$ cat config.mk
export PLATFORM = sky130hd
export DESIGN_NAME = serial_frame_tx
export DESIGN_NICKNAME = d
export VERILOG_FILES = /design/src/rtl/serial_frame_tx.sv
export SDC_FILE = /design/constraint.sdc
export NUM_CORES = 1
export LEC_CHECK = 0
export CORE_ASPECT_RATIO = 1.75
export CORE_MARGIN = 1.5
export CORE_UTILIZATION = 40
export DETAILED_ROUTE_END_ITERATION = 10
export GPL_TIMING_DRIVEN = 0
export SLEW_MARGIN = 20
export SYNTH_ARGS = -nofsm -noshare
export SYNTH_HDL_FRONTEND = slang
export SYNTH_SLANG_ARGS = --single-unit
$ cat constraint.sdc
create_clock -name clk -period 2.9 [get_ports clk]
set_clock_uncertainty 0.1 [all_clocks]
set_input_delay 0.29 -clock clk [delete_from_list [all_inputs] [get_ports clk]]
set_output_delay 0.29 -clock clk [all_outputs]
set_load 0.05 [all_outputs]
$ cat src/rtl/serial_frame_tx.sv
// Byte-wide to serial frame transmitter: start bit, 8 data bits LSB first,
// optional even-parity bit, stop bit. tx is idle-high and comes straight from a flop.
module serial_frame_tx #(
    parameter int CLKS_PER_BIT = 4,
    parameter int PARITY_EN    = 1
) (
    input  logic       clk,
    input  logic       reset_async,
    input  logic [7:0] tx_data,
    input  logic       tx_valid,
    output logic       tx_ready,
    output logic       tx,
    output logic       busy
);

    typedef enum logic [2:0] {
        ST_IDLE,
        ST_START,
        ST_DATA,
        ST_PARITY,
        ST_STOP
    } state_t;

    localparam logic [7:0] LP_TC = 8'(CLKS_PER_BIT - 1);

    state_t     r_state;
    logic [7:0] r_cnt;
    logic [2:0] r_idx;
    logic [7:0] r_shift;
    logic       r_parity;
    logic       r_tx;

    state_t     w_state_nx;
    logic [7:0] w_cnt_nx;
    logic [2:0] w_idx_nx;
    logic [7:0] w_shift_nx;
    logic       w_parity_nx;
    logic       w_tx_nx;
    logic       w_tc;

    assign w_tc = (r_cnt == LP_TC);

    // NOTE: every register is reset here, including the shift register, so an
    // aborted frame leaves no stale byte behind; sequential state uses <= only.
    always_ff @(posedge clk or posedge reset_async) begin
        if (reset_async) begin
            r_state  <= ST_IDLE;
            r_cnt    <= '0;
            r_idx    <= '0;
            r_shift  <= '0;
            r_parity <= 1'b0;
            r_tx     <= 1'b1;
        end else begin
            r_state  <= w_state_nx;
            r_cnt    <= w_cnt_nx;
            r_idx    <= w_idx_nx;
            r_shift  <= w_shift_nx;
            r_parity <= w_parity_nx;
            r_tx     <= w_tx_nx;
        end
    end

    // NOTE: every output of this block gets a default first, so no path can
    // leave one unassigned and infer a latch.
    always_comb begin
        w_state_nx  = r_state;
        w_cnt_nx    = w_tc ? '0 : r_cnt + 8'd1;
        w_idx_nx    = r_idx;
        w_shift_nx  = r_shift;
        w_parity_nx = r_parity;
        w_tx_nx     = r_tx;

        unique case (r_state)
            ST_IDLE: begin
                w_cnt_nx = '0;
                w_tx_nx  = 1'b1;
                if (tx_valid) begin
                    // The start bit is loaded on the accept edge itself.
                    w_state_nx  = ST_START;
                    w_shift_nx  = tx_data;
                    w_parity_nx = ^tx_data;
                    w_idx_nx    = '0;
                    w_tx_nx     = 1'b0;
                end
            end
            ST_START: begin
                if (w_tc) begin
                    w_state_nx = ST_DATA;
                    w_idx_nx   = '0;
                    w_tx_nx    = r_shift[0];
                end
            end
            ST_DATA: begin
                if (w_tc) begin
                    if (r_idx == 3'd7) begin
                        if (PARITY_EN != 0) begin
                            w_state_nx = ST_PARITY;
                            w_tx_nx    = r_parity;
                        end else begin
                            w_state_nx = ST_STOP;
                            w_tx_nx    = 1'b1;
                        end
                    end else begin
                        w_idx_nx   = r_idx + 3'd1;
                        w_shift_nx = {1'b0, r_shift[7:1]};
                        w_tx_nx    = r_shift[1];
                    end
                end
            end
            ST_PARITY: begin
                if (w_tc) begin
                    w_state_nx = ST_STOP;
                    w_tx_nx    = 1'b1;
                end
            end
            ST_STOP: begin
                w_tx_nx = 1'b1;
                if (w_tc) begin
                    w_state_nx = ST_IDLE;
                end
            end
            default: begin
                w_state_nx = ST_IDLE;
                w_tx_nx    = 1'b1;
            end
        endcase
    end

    assign tx       = r_tx;
    assign tx_ready = (r_state == ST_IDLE);
    assign busy     = ~tx_ready;

endmodule

==> run_summary.xml <==
<?xml version="1.0" encoding="UTF-8"?>
<metrics>
  <group name="power">
    <metric name="pwr-share-comb" unit="">0.460</metric>
    <metric name="switching_power" unit="uW">542</metric>
    <metric name="vdd_ir_drop_max" unit="uV">453</metric>
    <metric name="cellLeakagePower" unit="uW">0.000649</metric>
    <metric name="design_power_total" unit="uW">1440</metric>
    <metric name="power_density" unit="nW/um2">936</metric>
    <metric name="intPower" unit="uW">898</metric>
    <metric name="sequentialPowerShare" unit="">0.386</metric>
    <metric name="netSwitchingFraction" unit="">0.376</metric>
    <metric name="p_clk_frac" unit="">0.154</metric>
  </group>
  <group name="cells_and_area">
    <metric name="nFillCells" unit="">317</metric>
    <metric name="layout.cells.most_common_list" unit="">23 x dfrtp_1, 14 x mux2_2, 13 x nor2_1, 13 x clkdlybuf4s50_1, 9 x xnor2_1</metric>
    <metric name="num-nets-final" unit="">151</metric>
    <metric name="final_common_cell" unit="">dfrtp_1</metric>
    <metric name="layout-drive-gt1-share" unit="">0.213</metric>
    <metric name="syn2layout_area_growth" unit="%">18.4</metric>
    <metric name="instances_no_fill" unit="">179</metric>
    <metric name="insertedDiodeCount" unit="">0</metric>
  </group>
  <group name="clocking">
    <metric name="cts_inserted_buffers" unit="">3</metric>
    <metric name="post_cts_buffers" unit="">0</metric>
    <metric name="worst_skew_pair.late_latency" unit="ps">260</metric>
    <metric name="number_of_gates_resized_after_cts" unit="">0</metric>
    <metric name="worst_setup_hold_path_clk_slew" unit="ps">80</metric>
    <metric name="ctsHtreeMaxLevel" unit="">1</metric>
    <metric name="cts_buffer_depth" unit="">2</metric>
    <metric name="ctsRootBufferMaster" unit="">clkbuf_8</metric>
    <metric name="postCtsHoldBufs" unit="">0</metric>
    <metric name="tritoncts_clock_tree" unit="">done</metric>
    <metric name="tritoncts_num_sinks" unit="">24</metric>
  </group>
  <group name="floorplanning">
    <metric name="x_dimension_of_the_die" unit="um">46.1</metric>
    <metric name="start_util" unit="">0.418</metric>
    <metric name="placeableCoreArea" unit="um2">3110</metric>
    <metric name="io_pins" unit="">14</metric>
    <metric name="fp-row-count" unit="">27</metric>
    <metric name="fp.dieArea" unit="um2">3610</metric>
    <metric name="die_h" unit="um">78.4</metric>
  </group>
  <group name="timing">
    <metric name="timing.final.max_slew_violations" unit="">0</metric>
    <metric name="worst_slew_pin_slew" unit="ps">893</metric>
    <metric name="timing.hold.ws" unit="ps">352</metric>
    <metric name="hold_viol_final" unit="">0</metric>
    <metric name="grt_setup_unrepaired" unit="">false</metric>
    <metric name="min_cycle_time_layout" unit="ps">2340</metric>
    <metric name="layout_setup_ws" unit="ps">561</metric>
    <metric name="share_of_the_clock_period_used_by_the_worst_path" unit="">0.807</metric>
    <metric name="setup-tns-final" unit="ps">0</metric>
    <metric name="total_of_endpoints_with_negative_setup_slack_in_the_final_report" unit="">0</metric>
    <metric name="fmaxAchievable" unit="GHz">0.428</metric>
    <metric name="timing.max_slew.rel_slack" unit="">0.404</metric>
  </group>
  <group name="synth">
    <metric name="synthXorXnorAreaFrac" unit="">0.101</metric>
    <metric name="netlist_instances" unit="">119</metric>
    <metric name="largest_family_of_logic_cells_by_synthesized_area" unit="">simple AND/OR/NAND/NOR gates</metric>
    <metric name="number_of_enable_type_register_cells_in_the_synthesized_netlist" unit="">0</metric>
    <metric name="yosys.area_share.simple" unit="">0.163</metric>
    <metric name="syn_avg_cell_area" unit="um2">10.9</metric>
    <metric name="synth_async_sr_flop_share" unit="">1.00</metric>
    <metric name="synth-compound-area-share" unit="">0.0683</metric>
    <metric name="synthAdderAreaFrac" unit="">0.0289</metric>
    <metric name="synth_fp_nets" unit="">133</metric>
    <metric name="ys_dominant_reg_cell" unit="">dfrtp_1</metric>
    <metric name="synth_mux_area_frac" unit="">0.156</metric>
    <metric name="mappedNetlistArea" unit="um2">1300</metric>
    <metric name="synth.yosys.warnings" unit="">0</metric>
    <metric name="ys_ff_latch" unit="">24</metric>
    <metric name="synth-seq-area-share" unit="">0.463</metric>
    <metric name="synth.lib_cells_used.distinct" unit="">31</metric>
  </group>
  <group name="routing">
    <metric name="routed_via_density" unit="">5.04</metric>
    <metric name="routed_wirelength" unit="um">2360</metric>
    <metric name="vias" unit="">902</metric>
    <metric name="antenna_left" unit="">0</metric>
    <metric name="initialDrtViolationCount" unit="">11</metric>
    <metric name="drcViolationCount" unit="">0</metric>
    <metric name="drt-wirelength-per-cell" unit="um">13.2</metric>
    <metric name="first_pass_iters" unit="">3</metric>
  </group>
  <group name="grt">
    <metric name="grt_pass1_wl" unit="um">4100</metric>
    <metric name="globalRouteTotalUtil" unit="">0.155</metric>
    <metric name="maximum_number_of_pins_on_one_net_before_global_route_repair" unit="">25</metric>
    <metric name="antenna_found_initial" unit="">0</metric>
    <metric name="gr_overflow_total" unit="">0</metric>
    <metric name="grt_pass1_vias" unit="">922</metric>
  </group>
  <group name="place">
    <metric name="placement.setup.worst_slack" unit="ps">800</metric>
    <metric name="number_of_port_buffers" unit="">13</metric>
    <metric name="finalWeightedCongestion" unit="">0.727</metric>
    <metric name="dp_hpwl" unit="um">1900</metric>
    <metric name="placed_cells" unit="">175</metric>
  </group>
  <group name="hold_path">
    <metric name="hold-path-cell-count" unit="">1</metric>
    <metric name="hold_class" unit="">reg -&gt; reg</metric>
    <metric name="hold_path_startpoint" unit="">r_cnt[0]</metric>
  </group>
  <group name="critical_path">
    <metric name="crit_type" unit="">reg -&gt; out</metric>
    <metric name="r2r.worst_path.cells" unit="">5</metric>
    <metric name="cp_data_arrival_time" unit="ps">1950</metric>
    <metric name="path_max_fanout" unit="">7</metric>
    <metric name="timing.rr.start" unit="">r_cnt[0]</metric>
    <metric name="crit_path_start" unit="">r_state[2]</metric>
    <metric name="timing.critical_path.to_type" unit="">output port</metric>
    <metric name="cp_data_required_time" unit="ps">2510</metric>
    <metric name="critPathLaunchType" unit="">flop</metric>
  </group>
  <group name="status">
    <metric name="status" unit="">finished clean</metric>
  </group>
  <group name="job">
    <metric name="cap_viol_max_count" unit="">0</metric>
  </group>
</metrics>
## metrics by stage
| stage | util | cell area (um2) |
|---|---|---|
| global route | 0.495 | 1540 |
| floorplan | - | 1300 |
| global placement | 0.477 | 1480 |
| finish | 0.495 | 1540 |
| detailed placement | 0.477 | 1480 |
| CTS | 0.495 | 1540 |
## kinds of logic (layout without fill, tap and decap cells)
group	Yosys count	count (layout)
and+or+nand+nor	40	40
adders and majority gates	3	3
xor gates and xnor gates	15	15
buffers and inverters	7	24
AOI/OAI and AO/OA	12	12
muxes	18	18
DFF	24	24
## synthesized netlist by cell type, types with 3 or more instances
library cell / count / area [um2]
nand3_1: 5 / 25.0
xnor2_1: 9 / 78.8
xor2_1: 6 / 52.6
mux2_2: 14 / 158
inv_1: 5 / 18.8
ha_1: 3 / 37.5
a21oi_1: 3 / 15.0
mux2i_1: 3 / 30.0
nand2_1: 6 / 22.5
nor3_1: 6 / 30.0
dfrtp_1: 23 / 576
nor2_1: 13 / 48.8
## worst max-delay path: stages, from the launching register on
cell and delay [ps]:
dfrtp_1 460, nor3_1 350, clkdlybuf4s50_1 870
## per-layer routing
metal	global-route usage	part of all wire	routed length, um	up-vias
met5	0	0	0	-
met4	0.0686	0.011	26	0
met2	0.290	0.60	1420	12
met3	0.0230	0.022	52	2
li1	-	-	-	445
met1	0.154	0.37	866	443
## layout make-up
class | instances | area, um2 | area share
flip-flops and latches | 24 | 602 | 0.391
clock buffers | 4 | 55.1 | 0.0358
repair buffers | 13 | 130 | 0.0846
multi-input cells | 88 | 672 | 0.437
plain buffers | 2 | 7.51 | 0.00488
inverters | 5 | 18.8 | 0.0122
well taps | 43 | 53.8 | 0.0350
## path summary, 6_finish.rpt
check	to	slack, ps
worst min register to register	r_cnt[0]	350
worst max register to register	r_shift[0]	800
worst max-delay path	tx_ready	560
min in group asynchronous	r_shift[6]	410
max in group asynchronous	r_cnt[2]	1740
worst min-delay path	r_cnt[0]	350
## state kept, by name, indices dropped and copies added (netlist names)
signal and cells:
r_shift 8, r_idx 3, r_state 3, r_parity 1
r_cnt 8, tx 1
## power groups by stage
stage	registers, uW	logic (uW)	clock network (uW)
CTS	557	674	233
floorplan	561	507	0
finish	555	662	222
global placement	560	660	0
detailed placement	564	672	0
global route	576	727	241
Note: power is estimated with default switching activity, not from simulation.
